`src/rtl/branch_predictor_bimodal_if.sv`:
```
// ============================================================================
// Module : branch_predictor_bimodal_if
// Brief  : Fetch lookup and execute training bus of the branch predictor.
// Rev    : 1.0  initial release
// ============================================================================
`default_nettype none

interface branch_predictor_bimodal_if #(
  parameter int SIZE      = 32,
  parameter int HIST_BITS = 6
);
  logic                 fetch_valid_i;
  logic [SIZE-1:0]      fetch_pc_i;
  logic                 stall_i;
  logic                 prediction_valid_o;
  logic                 branch_prediction_o;
  logic [SIZE-1:0]      pc_value_at_prediction_o;
  logic [HIST_BITS-1:0] ghr_snapshot_o;
  logic                 update_prediction_valid_i;
  logic [SIZE-1:0]      update_prediction_pc_i;
  logic                 update_branch_prediction_i;
  logic                 misprediction_i;
  logic [HIST_BITS-1:0] update_ghr_snapshot_i;

  // Driven by fetch/execute.
  modport master (
    output fetch_valid_i, fetch_pc_i, stall_i,
    output update_prediction_valid_i, update_prediction_pc_i,
    output update_branch_prediction_i, misprediction_i, update_ghr_snapshot_i,
    input  prediction_valid_o, branch_prediction_o, pc_value_at_prediction_o,
    input  ghr_snapshot_o
  );

  // The predictor itself.
  modport slave (
    input  fetch_valid_i, fetch_pc_i, stall_i,
    input  update_prediction_valid_i, update_prediction_pc_i,
    input  update_branch_prediction_i, misprediction_i, update_ghr_snapshot_i,
    output prediction_valid_o, branch_prediction_o, pc_value_at_prediction_o,
    output ghr_snapshot_o
  );
endinterface

`default_nettype wire

```
`src/rtl/branch_predictor_bimodal.sv`:
```
// ============================================================================
// Module : branch_predictor_bimodal
// Brief  : 2-bit saturating-counter branch predictor, registered lookup.
//          Define BP_GSHARE_EN to XOR a global history into the index.
// Rev    : 1.0  initial release
// ============================================================================
`default_nettype none

module branch_predictor_bimodal #(
  parameter int SIZE       = 32,
  parameter int INDEX_BITS = 6,
  parameter int HIST_BITS  = 6
) (
  input  wire logic                clk,
  input  wire logic                reset,
  branch_predictor_bimodal_if.slave bp
);

  localparam int ENTRIES = 1 << INDEX_BITS;
  localparam logic [1:0] C_CNT_RESET = 2'b01;

  logic [1:0]            r_table [ENTRIES];
  logic                  r_valid;
  logic                  r_pred;
  logic [SIZE-1:0]       r_pc;
  logic [HIST_BITS-1:0]  r_ghr_snap;

  logic                  w_accept;
  logic                  w_actual;
  logic [INDEX_BITS-1:0] w_lookup_idx;
  logic [INDEX_BITS-1:0] w_upd_idx;
  logic [1:0]            w_lookup_cnt;
  logic [1:0]            w_upd_cnt;
  logic [1:0]            w_upd_next;
  logic                  w_unused;

  assign w_accept = bp.fetch_valid_i & ~bp.stall_i;
  assign w_actual = bp.update_branch_prediction_i ^ bp.misprediction_i;

`ifdef BP_GSHARE_EN
  logic [HIST_BITS-1:0] r_ghr;

  assign w_lookup_idx = bp.fetch_pc_i[INDEX_BITS+1:2] ^ INDEX_BITS'(r_ghr);
  assign w_upd_idx    = bp.update_prediction_pc_i[INDEX_BITS+1:2]
                      ^ INDEX_BITS'(bp.update_ghr_snapshot_i);

  // Misprediction recovery overrides a same-cycle speculative shift.
  always_ff @(posedge clk or negedge reset) begin
    if (!reset) begin
      r_ghr      <= '0;
      r_ghr_snap <= '0;
    end else begin
      if (bp.update_prediction_valid_i && bp.misprediction_i)
        r_ghr <= {bp.update_ghr_snapshot_i[HIST_BITS-2:0], w_actual};
      else if (w_accept)
        r_ghr <= {r_ghr[HIST_BITS-2:0], w_lookup_cnt[1]};
      if (w_accept)
        r_ghr_snap <= r_ghr;
    end
  end

  assign w_unused = ^{bp.update_prediction_pc_i, bp.fetch_pc_i};
`else
  assign w_lookup_idx = bp.fetch_pc_i[INDEX_BITS+1:2];
  assign w_upd_idx    = bp.update_prediction_pc_i[INDEX_BITS+1:2];
  assign r_ghr_snap   = '0;
  assign w_unused     = ^{bp.update_prediction_pc_i, bp.update_ghr_snapshot_i};
`endif

  assign w_lookup_cnt = r_table[w_lookup_idx];
  assign w_upd_cnt    = r_table[w_upd_idx];

  always_comb begin
    w_upd_next = w_upd_cnt;
    if (w_actual) begin
      if (w_upd_cnt != 2'b11) w_upd_next = w_upd_cnt + 2'b01;
    end else begin
      if (w_upd_cnt != 2'b00) w_upd_next = w_upd_cnt - 2'b01;
    end
  end

  // Training ignores stall; a same-index lookup this cycle sees the old value.
  always_ff @(posedge clk or negedge reset) begin
    if (!reset) begin
      for (int i = 0; i < ENTRIES; i++) r_table[i] <= C_CNT_RESET;
    end else if (bp.update_prediction_valid_i) begin
      r_table[w_upd_idx] <= w_upd_next;
    end
  end

  always_ff @(posedge clk or negedge reset) begin
    if (!reset) begin
      r_valid <= 1'b0;
      r_pred  <= 1'b0;
      r_pc    <= '0;
    end else if (!bp.stall_i) begin
      r_valid <= w_accept;
      if (w_accept) begin
        r_pred <= w_lookup_cnt[1];
        r_pc   <= bp.fetch_pc_i;
      end
    end
  end

  assign bp.prediction_valid_o       = r_valid;
  assign bp.branch_prediction_o      = r_pred;
  assign bp.pc_value_at_prediction_o = r_pc;
  assign bp.ghr_snapshot_o           = r_ghr_snap;

endmodule

`default_nettype wire

```
`src/flat_wrapper.sv`:
```
// flat-port wrapper written by rule: the top's interface ports become plain ports
module branch_predictor_bimodal_flat 
#(
  parameter int SIZE       = 32,
  parameter int INDEX_BITS = 6,
  parameter int HIST_BITS  = 6
)
  (clk, reset, bp_fetch_valid_i, bp_fetch_pc_i, bp_stall_i, bp_update_prediction_valid_i, bp_update_prediction_pc_i, bp_update_branch_prediction_i, bp_misprediction_i, bp_update_ghr_snapshot_i, bp_prediction_valid_o, bp_branch_prediction_o, bp_pc_value_at_prediction_o, bp_ghr_snapshot_o);
  branch_predictor_bimodal_if #(.SIZE(SIZE), .HIST_BITS(HIST_BITS)) bp_i ();
  input  wire logic clk;
  input  wire logic reset;
  input wire logic [$bits(bp_i.fetch_valid_i)-1:0] bp_fetch_valid_i;
  input wire logic [$bits(bp_i.fetch_pc_i)-1:0] bp_fetch_pc_i;
  input wire logic [$bits(bp_i.stall_i)-1:0] bp_stall_i;
  input wire logic [$bits(bp_i.update_prediction_valid_i)-1:0] bp_update_prediction_valid_i;
  input wire logic [$bits(bp_i.update_prediction_pc_i)-1:0] bp_update_prediction_pc_i;
  input wire logic [$bits(bp_i.update_branch_prediction_i)-1:0] bp_update_branch_prediction_i;
  input wire logic [$bits(bp_i.misprediction_i)-1:0] bp_misprediction_i;
  input wire logic [$bits(bp_i.update_ghr_snapshot_i)-1:0] bp_update_ghr_snapshot_i;
  output wire logic [$bits(bp_i.prediction_valid_o)-1:0] bp_prediction_valid_o;
  output wire logic [$bits(bp_i.branch_prediction_o)-1:0] bp_branch_prediction_o;
  output wire logic [$bits(bp_i.pc_value_at_prediction_o)-1:0] bp_pc_value_at_prediction_o;
  output wire logic [$bits(bp_i.ghr_snapshot_o)-1:0] bp_ghr_snapshot_o;
  assign bp_i.fetch_valid_i = bp_fetch_valid_i;
  assign bp_i.fetch_pc_i = bp_fetch_pc_i;
  assign bp_i.stall_i = bp_stall_i;
  assign bp_i.update_prediction_valid_i = bp_update_prediction_valid_i;
  assign bp_i.update_prediction_pc_i = bp_update_prediction_pc_i;
  assign bp_i.update_branch_prediction_i = bp_update_branch_prediction_i;
  assign bp_i.misprediction_i = bp_misprediction_i;
  assign bp_i.update_ghr_snapshot_i = bp_update_ghr_snapshot_i;
  assign bp_prediction_valid_o = bp_i.prediction_valid_o;
  assign bp_branch_prediction_o = bp_i.branch_prediction_o;
  assign bp_pc_value_at_prediction_o = bp_i.pc_value_at_prediction_o;
  assign bp_ghr_snapshot_o = bp_i.ghr_snapshot_o;
  branch_predictor_bimodal #(.SIZE(SIZE), .INDEX_BITS(INDEX_BITS), .HIST_BITS(HIST_BITS)) u_core (.clk(clk), .reset(reset), .bp(bp_i));
endmodule
```
`config.mk`:
```
export PLATFORM = sky130hd
export DESIGN_NAME = branch_predictor_bimodal_flat
export DESIGN_NICKNAME = d
export VERILOG_FILES = /design/src/rtl/branch_predictor_bimodal_if.sv /design/src/rtl/branch_predictor_bimodal.sv /design/src/flat_wrapper.sv
export SDC_FILE = /design/constraint.sdc
export NUM_CORES = 1
export LEC_CHECK = 0
export CORE_UTILIZATION = 59
export CTS_CLUSTER_SIZE = 40
export DETAILED_ROUTE_END_ITERATION = 8
export PLACE_DENSITY = 0.86
export SLEW_MARGIN = 15
export SYNTH_ARGS = -nofsm -noshare
export SYNTH_HDL_FRONTEND = slang
export SYNTH_SLANG_ARGS = --single-unit
```
`constraint.sdc`:
```
create_clock -name clk -period 8.7 [get_ports clk]
set_clock_uncertainty 0.15 [all_clocks]
set_input_delay 0.87 -clock clk [delete_from_list [all_inputs] [get_ports clk]]
set_output_delay 0.87 -clock clk [all_outputs]
set_load 0.05 [all_outputs]
```
* After elaboration in Yosys (flattened, before gate mapping)
Cells that the tools add are included.
** Word-level totals
- Output and inout bits :: 40
- Register bits :: 162
- Input bits :: 77
- Logic and storage cells :: 93
** Cells by class
- Equal/unequal tests :: 1
- $add $sub $neg :: 2
- $lt $le $gt $ge :: 3
- Bitwise gates (word level) :: 5
- Mux-type cells :: 12
- Reductions and logical operators :: 3
** Operator list (number)
- $bwmux 128 :: 1
- $bmux 2 s6 :: 2
- $mux 2 :: 8
- $ge 7x7->1 const B :: 2
- $not 6->7 :: 2
- $demux 2 s6 :: 1
- $lt 7x1->1 const B :: 1
- $add 2x1->2 const B :: 1
- $ne 2x2->1 const B :: 1
- $reduce_and 2->1 :: 1
- $reduce_bool 2->1 :: 1
- $sub 2x1->2 const B :: 1
- $and 1x1->1 :: 1
- $logic_and 1x1->1 :: 1
- $not 1->1 :: 1
- $xor 1x1->1 :: 1

* Depth between registers and ports, before layout
Gate-level depths: netlist of the first run.
- Depth in word-level cells :: 8
- Gate-level depth with buffers :: 11
- Gate-level depth less buffers :: 7

* Least setup slack after synthesis of the first run
Ideal clock, no wire load.
- Kind :: in2reg
- Start :: input bp_fetch_pc_i[2]
- End :: register u_core.r_pred (netlist: u_core.bp.branch_prediction_o)
- Buffers on the path :: 2
- Setup slack :: 4893 ps
- Data required time :: 8425 ps
- Data arrival time :: 3532 ps
- Cell stages on the path :: 6
- Cell sequence :: clkbuf_1 > buf_1 > mux4_2 > mux4_2 > mux4_2 > mux2_2
** On the way
- Longest elaborated chain between the ends :: 4
** RTL lines
- start: declaration :: line flat_wrapper.sv:13 : input wire logic [$bits(bp_i.fetch_pc_i)-1:0] bp_fetch_pc_i;
- $not 6->7 (implied by the code) :: line branch_predictor_bimodal.sv:70 : assign w_lookup_cnt = r_table[w_lookup_idx];
- $bmux 2 s6 :: line branch_predictor_bimodal.sv:70
- $mux 2 (implied by the code) (2 in series) :: line branch_predictor_bimodal.sv:70
- end signal: assignment :: line branch_predictor_bimodal.sv:99 : r_pred <= w_lookup_cnt[1];
- end: declaration :: line branch_predictor_bimodal.sv:24 : logic r_pred;
Every way passes these cells. The select of a mux whose other input is x is not followed.
A chain may end at the register's enable or synchronous reset.

* Worst setup path after layout of the first run
- Start :: input bp_update_prediction_pc_i[4]
- End :: register u_core.r_table[76] (netlist name)
** On the way
- Longest elaborated chain between the ends :: 8
- Elaborated cells on any way between the ends :: 17
- Classes of those cells :: add/sub: 2; order compare: 2; eq/ne: 1; mux: 9; bitwise: 1; reduce/logical: 2
** RTL lines
- start: declaration :: line flat_wrapper.sv:16 : input wire logic [$bits(bp_i.update_prediction_pc_i)-1:0] bp_update_prediction_pc_i;
- $not 6->7 (implied by the code) (*) :: line branch_predictor_bimodal.sv:71, branch_predictor_bimodal.sv:87
- $bmux 2 s6 :: line branch_predictor_bimodal.sv:71 : assign w_upd_cnt = r_table[w_upd_idx];
- $mux 2 (implied by the code) (2 in series) :: line branch_predictor_bimodal.sv:71
- $sub 2x1->2, or another cell as far along :: line branch_predictor_bimodal.sv:78 : if (w_upd_cnt != 2'b00) w_upd_next = w_upd_cnt - 2'b01;
- $mux 2 (on tied branches) :: line branch_predictor_bimodal.sv:78, branch_predictor_bimodal.sv:76
- $mux 2 :: line branch_predictor_bimodal.sv:75 : if (w_actual) begin
- $bwmux 128 (*) :: line branch_predictor_bimodal.sv:87 : r_table[w_upd_idx] <= w_upd_next;
- end signal: indexed assignment :: line branch_predictor_bimodal.sv:87
- end: declaration :: line branch_predictor_bimodal.sv:22 : logic [1:0] r_table [ENTRIES];
Every way passes the cells marked *; elsewhere a longest branch is shown, timed or not. The select of a mux whose other input is x is not followed.

==> results.yml, run 1 <==
outcome:
  status: "complete, no violations"
setup_path:
  crit_top_cell: "o21ai_0"
  crit_chain: "buf_2 -> clkinv_1 -> a221oi_1 -> o21ai_0 -> a211oi_1 -> and4_1 -> maj3_2 -> o21ai_0"
  cpPeakStageDelay_ns: 0.94
  reg2reg_depth: 7
  startpoint: "bp_update_prediction_pc_i[4]"
  reg2reg_from: "u_core.r_table[117]$_DFFE_PN0P_"
  crit_slowest_cell: "maj3_2"
  endpoint_kind: "flop"
  rrSetupSlack_ns: 5.27
  worstSetupPathType: "in -> reg"
  start_kind: "primary input"
  cp_max_fo: 64
  r2r-end: "u_core.r_table[76]$_DFFE_PN1P_"
  worst_ep_arrival_time_ns: 4.95
  worstPathRequired_ns: 8.85
logic_synthesis:
  synth_compound_area_share_pct: 8.98
  syn_area_per_cell_um2: 11.9
  yosysWarnings: 0
  synth_edf_count: 0
  synth_ff_type: "dfrtp_1"
  ys_types: 54
  synth-seq-cells: 162
  synthMuxAreaShare_pct: 25.7
  synth-seq-area-share_pct: 51.1
  synth-xor-area-share_pct: 0.216
  yosys.area_share.simple_pct: 10.0
  syn_inst: 679
  syn-cell-area_mm2: 0.00810
  synthAdderAreaFrac_pct: 0.309
  async_reset_ff_share_pct: 100
  synth_top_family_by_area: "multiplexers"
cts:
  ctsHoldBuffers: 0
  clk_latency_ns: 0.44
  h-tree-depth: 4
  clock-root-buffer: "clkbuf_16"
  clock_path_buffers: 2
  cts_resized: 0
  cts_num_sinks: 162
  cts_tree: "built"
  path_clk_slew_ns: 0.06
  post_cts_buffers: 0
  cts_buffers: 17
place:
  post-dp-hpwl_um: 13200
  port_buffers: 78
  gp_congestion: 0.963
  dp_cells: 896
detailed_routing:
  wl_per_cell_um: 23.2
  vias: 6202
  drc: 0
  ant_nets: 0
  wirelength_um: 21500
  initialDrtViolationCount: 695
  vias_per_cell: 6.68
  firstDrtPassIters: 7
global_route:
  antenna_found_initial: 0
  grt_pass1_wl_um: 34200
  overflow: 0
  grt_max_degree: 120
  grt_use_total_pct: 31.9
  grt_pass1_vias: 6353
layout:
  final_common_cell: "nand2_1"
  fin_util_pct: 71.8
  drive_above_1_share_pct: 32.8
  antenna_cells: 0
  layout.cells.non_filler: 928
  layout_common_cells: "nand2_1 (128), mux2_2 (104), dfrtp_1 (98)"
  area_growth_pct: 17.9
  nets: 816
power:
  p_leak_uw: 0.00391
  p_sw_share_pct: 28.3
  p_clk_share_pct: 37.3
  internal_power_uw: 1640
  pwr_density_cell_mw_per_mm2: 239
  ir_drop_v: 0.000181
  power_switching_uw: 646
  comb_power_share_pct: 19.9
  seqPwrFrac_pct: 42.9
floorplan:
  ios: 117
  die-area_mm2: 0.0142
  fp.dieW_um: 119
  initial_core_util_pct: 60.9
  core_mm2: 0.0133
  placementRows: 42
  die_y_um: 119
worst_hold_path:
  hold_class: "reg -> reg"
  hold-path-cell-count: 2
  min_from: "u_core.r_table[14]$_DFFE_PN1P_"
  hold_end: "u_core.r_table[14]$_DFFE_PN1P_"
sta:
  max_freq_mhz: 208
  finalSetupViolations: 0
  rsz0062_at_grt: "false"
  hold_viol_final: 0
  min_period_ns: 4.80
  tns_ns: 0
  hold_slack_ns: 0.313
  report.final.slew_viol_count: 0
  worst_pin_slew_ns: 1.18
  fin_crit_sh_pct: 55.1
  relSlewSlack_pct: 21.4
job:
  cap_violations: 0
==> metal layers <==
| layer | part of all wire, % | routed length (um) | GRT usage, % |
|---|---|---|---|
| met3 | 9.3 | 2010 | 7.90 |
| met1 | 37 | 8030 | 40.6 |
| met5 | 0 | 0 | 0 |
| met2 | 49 | 10400 | 49.7 |
| met4 | 4.9 | 1050 | 18.5 |
==> worst max-delay path by stage <==
stage	to	slack, ns
global route	u_core.r_table[76]$_DFFE_PN1P_	3.74
global placement	u_core.r_table[120]$_DFFE_PN1P_	3.98
CTS	u_core.r_table[76]$_DFFE_PN1P_	4.09
detailed placement	u_core.r_table[72]$_DFFE_PN1P_	3.91
finish	u_core.r_table[76]$_DFFE_PN1P_	3.90
floorplan	u_core.bp.branch_prediction_o$_DFFE_PN0P_	4.89
==> registers in the layout, indices dropped and copies added (netlist names) <==
| signal | flops |
|---|---|
| u_core.bp.branch_prediction_o | 1 |
| u_core.bp.pc_value_at_prediction_o | 32 |
| u_core.bp.prediction_valid_o | 1 |
| u_core.r_table | 128 |
==> power by group through the flow <==
| stage | Combinational (uW) | Sequential [uW] | Clock (uW) |
|---|---|---|---|
| after global placement | 429 | 971 | 0 |
| after global routing | 480 | 989 | 883 |
| final | 454 | 979 | 852 |
| after detailed placement | 444 | 982 | 0 |
| after CTS | 451 | 975 | 851 |
| after floorplan | 233 | 1040 | 0 |
==> synth_stat cells, drive strengths merged, types with 2 or more instances <==
library cell | n | area [um^2]
a22oi | 14 | 105
inv | 4 | 15.0
dfrtp | 98 | 2450
or3b | 2 | 17.5
nor2 | 17 | 63.8
mux2i | 19 | 190
nor2b | 6 | 37.5
o21ai | 67 | 335
maj3 | 2 | 25.0
nand2 | 128 | 480
nand3b | 5 | 37.5
and3b | 2 | 17.5
nor3b | 2 | 15.0
clkbuf | 19 | 71.3
o32ai | 6 | 52.6
o2bb2ai | 2 | 17.5
mux2 | 104 | 1170
a221oi | 5 | 43.8
mux4 | 32 | 721
o22ai | 4 | 25.0
a21oi | 5 | 25.0
and2 | 4 | 25.0
nand3 | 4 | 20.0
nor3 | 4 | 20.0
o31ai | 6 | 45.0
or2 | 2 | 12.5
dfstp | 64 | 1680
nand2b | 3 | 18.8
and3 | 2 | 12.5
buf | 29 | 203
==> worst max-delay path, delay by kind of cell <==
| kind | cells | cell delay (ns) |
|---|---|---|
| compound gates | 4 | 1.40 |
| buf+inv | 2 | 1.42 |
| simple gates | 1 | 0.26 |
| fa+ha+maj | 1 | 0.94 |
==> cell families (layout without fill, tap and decap cells) <==
| group | Yosys count | in the layout |
|---|---|---|
| simple gates | 186 | 186 |
| flops | 162 | 162 |
| mux | 155 | 155 |
| compound gates | 118 | 118 |
| buf+inv | 53 | 121 |
| fa+ha+maj | 2 | 2 |
| xor+xnor | 2 | 2 |
| other cells | 1 | 6 |
==> per-stage QoR <==
| step | cell area [um^2] | power [uW] | worst slack (ns) |
|---|---|---|---|
| 2_1_floorplan | 8110 | 1270 | 4.89 |
| 3_3_place_gp | 8880 | 1400 | 3.98 |
| 3_5_place_dp | 8880 | 1430 | 3.91 |
| 4_1_cts | 9550 | 2280 | 4.09 |
| 5_1_grt | 9550 | 2350 | 3.74 |
| 6_report | 9550 | 2280 | 3.90 |
==> final cells by class <==
cell class,count,area [um^2]
Multi-Input combinational cell,469,3690
Clock buffer,21,460
Timing Repair Buffer,84,817
Tap cell,176,220
Clock inverter,11,208
Fill cell,813,3750
Sequential cell,162,4130
Inverter,5,18.8
(Power assumes the default switching activity.)
==> run 2: changes to the inputs <==
--- a/config.mk
+++ b/config.mk
@@ -5,10 +5,10 @@
 export SDC_FILE = /design/constraint.sdc
 export NUM_CORES = 1
 export LEC_CHECK = 0
-export CORE_UTILIZATION = 59
+export CORE_UTILIZATION = 50
 export CTS_CLUSTER_SIZE = 40
 export DETAILED_ROUTE_END_ITERATION = 8
-export PLACE_DENSITY = 0.86
+export PLACE_DENSITY = 0.77
 export SLEW_MARGIN = 15
 export SYNTH_ARGS = -nofsm -noshare
 export SYNTH_HDL_FRONTEND = slang
==> constraint.sdc (replaced) <==
create_clock -name clk -period 4.4 [get_ports clk]
set_clock_uncertainty 0.15 [all_clocks]
set_input_delay 0.44 -clock clk [delete_from_list [all_inputs] [get_ports clk]]
set_output_delay 0.44 -clock clk [all_outputs]
set_load 0.05 [all_outputs]
==> run 2 against run 1 <==
The flow now finishes with violations (negative hold slack). Cell count up 6.1%. Sequential power up 97%. Routed wire length down 0.50%. Final area up 0.83%. First-iteration DRC count up 6.6%. Die area up 18%. Critical path depth up 1. Core utilization down 11 points.
==> results.yml, run 2 (synthesis results as in run 1) <==
power:
  internal_power_uw: 2990
  p_clk_share_pct: 33.4
  seqPwrFrac_pct: 45.2
  p_sw_share_pct: 29.7
  pwr_density_cell_mw_per_mm2: 442
  power_switching_uw: 1270
  ir_drop_v: 0.000301
  comb_power_share_pct: 21.3
  p_leak_uw: 0.00394
global_route:
  overflow: 0
  grt_pass1_vias: 6228
  antenna_found_initial: 0
  grt_use_total_pct: 27.8
  grt_pass1_wl_um: 34200
  grt_max_degree: 118
sta:
  relSlewSlack_pct: 19.5
  tns_ns: 0
  finalSetupViolations: 0
  fin_crit_sh_pct: 86.6
  min_period_ns: 3.81
  max_freq_mhz: 262
  report.final.slew_viol_count: 0
  hold_viol_final: 1
  worst_pin_slew_ns: 1.20
  hold_slack_ns: -0.00160
  rsz0062_at_grt: "false"
worst_hold_path:
  hold_class: "in -> async"
layout:
  largest_reg_flops: 128
  layout_common_cells: "nand2_1 (128), mux2_2 (104), dfrtp_1 (98)"
  area_growth_pct: 18.9
  regMostFlops: "u_core.r_table"
  antenna_cells: 0
  nets: 833
  final_common_cell: "nand2_1"
  drive_above_1_share_pct: 33.9
outcome:
  status: "complete, but fails checks"
  violations: "negative hold slack"
detailed_routing:
  vias_per_cell: 6.12
  wl_per_cell_um: 21.8
  vias: 6030
  ant_nets: 0
  drc: 0
  initialDrtViolationCount: 741
  firstDrtPassIters: 7
  wirelength_um: 21400
setup_path:
  start_kind: "primary input"
  startpoint: "bp_update_prediction_pc_i[2]"
  reg2reg_from: "u_core.r_table[48]$_DFFE_PN1P_"
  path_buf_inv: 2
  worst_ep_arrival_time_ns: 3.98
  crit_chain: "clkdlybuf4s50_1 -> buf_4 -> nor2b_1 -> a221o_1 -> a221oi_1 -> o22ai_1 -> or4_1 -> maj3_4 -> mux2_2"
  endpoint_kind: "flop"
  crit_slowest_cell: "clkdlybuf4s50_1"
  worstSetupPathType: "in -> reg"
  cp_max_fo: 64
  cp_top_family: "buffers and inverters"
  worstPathRequired_ns: 4.57
  cpPeakStageDelay_ns: 0.67
cts:
  cts_resized: 0
  cts_tree: "built"
  post_cts_buffers: 0
  ctsHoldBuffers: 0
  path_clk_slew_ns: 0.06
  clock_path_buffers: 2
  cts_buffers: 17
  h-tree-depth: 4
  clock-root-buffer: "clkbuf_16"
  clk_latency_ns: 0.44
  cts_num_sinks: 162
place:
  gp_congestion: 0.911
  port_buffers: 78
  post-dp-hpwl_um: 14400
floorplan:
  die_y_um: 129
  ios: 117
  initial_core_util_pct: 51.1
  fp.dieW_um: 129
  die-area_mm2: 0.0167
  core_mm2: 0.0158
  placementRows: 46
job:
  cap_violations: 0
-- run 2: changes by cell type in the layout (fill, tap and decap cells not counted), sizes merged --
cell      change
buf          +17
bufinv        -4
clkbuf        +1
clkinv        +2
clkinvlp      +1
-- run 2: area by class of cell --
class / count / area [um^2]
multi-input combinational: 469 / 3690
clock inverter: 10 / 113
clock buffer: 22 / 444
tap: 216 / 270
inverter: 5 / 18.8
sequential: 162 / 4130
fill: 1193 / 6200
timing repair buffer: 101 / 957
-- run 2: layer usage --
| layer | routed length, um | global-route usage, % | up-vias |
|---|---|---|---|
| met5 | 0 | 0 | - |
| met4 | 776 | 13.6 | 0 |
| met3 | 1760 | 7.51 | 69 |
| met2 | 10500 | 44.9 | 299 |
| met1 | 8440 | 34.8 | 3047 |
| li1 | - | - | 2615 |
-- run 2: worst reg2reg max path, delay by kind of cell, from the launching register on --
| kind | cells | cell delay [ns] |
|---|---|---|
| compound gates | 1 | 0.15 |
| fa+ha+maj | 1 | 0.62 |
| flops | 1 | 0.37 |
| mux | 3 | 1.16 |
| simple gates | 2 | 0.70 |
-- run 2: power by group through the flow --
stage               Combinational, uW  Clock, uW  Sequential (uW)
detailed placement                906          0             1940
floorplan                         461          0             2060
global route                      976       1500             1950
global placement                  873          0             1920
finish                            908       1420             1930
CTS                               909       1440             1920
-- run 2: final timing paths --
check | endpoint | slack [ns] | cells past startpoint
max | u_core.r_table[125]$_DFFE_PN0P_ | 0.59 | 9
max reg2reg | u_core.r_table[125]$_DFFE_PN0P_ | 1.13 | 7
min reg2reg | u_core.r_table[4]$_DFFE_PN1P_ | 0.32 | 2
min in group clk | u_core.r_table[4]$_DFFE_PN1P_ | 0.32 | 2
min | u_core.bp.pc_value_at_prediction_o[27]$_DFFE_PN0P_ | -0.002 | 1
max in group asynchronous | u_core.r_table[46]$_DFFE_PN1P_ | 3.06 | 2
-- run 2: stage by stage --
| step | power, uW | cell area (um^2) | std cells | setup slack, ns | util, % |
|---|---|---|---|---|---|
| floorplan | 2520 | 8110 | 684 | 1.02 | - |
| global placement | 2800 | 9070 | 953 | 0.344 | 57.3 |
| detailed placement | 2850 | 9070 | 953 | 0.276 | 57.3 |
| CTS | 4270 | 9630 | 985 | 0.718 | 60.8 |
| global route | 4420 | 9630 | 985 | 0.538 | 60.8 |
| finish | 4260 | 9630 | 985 | 0.590 | 60.8 |
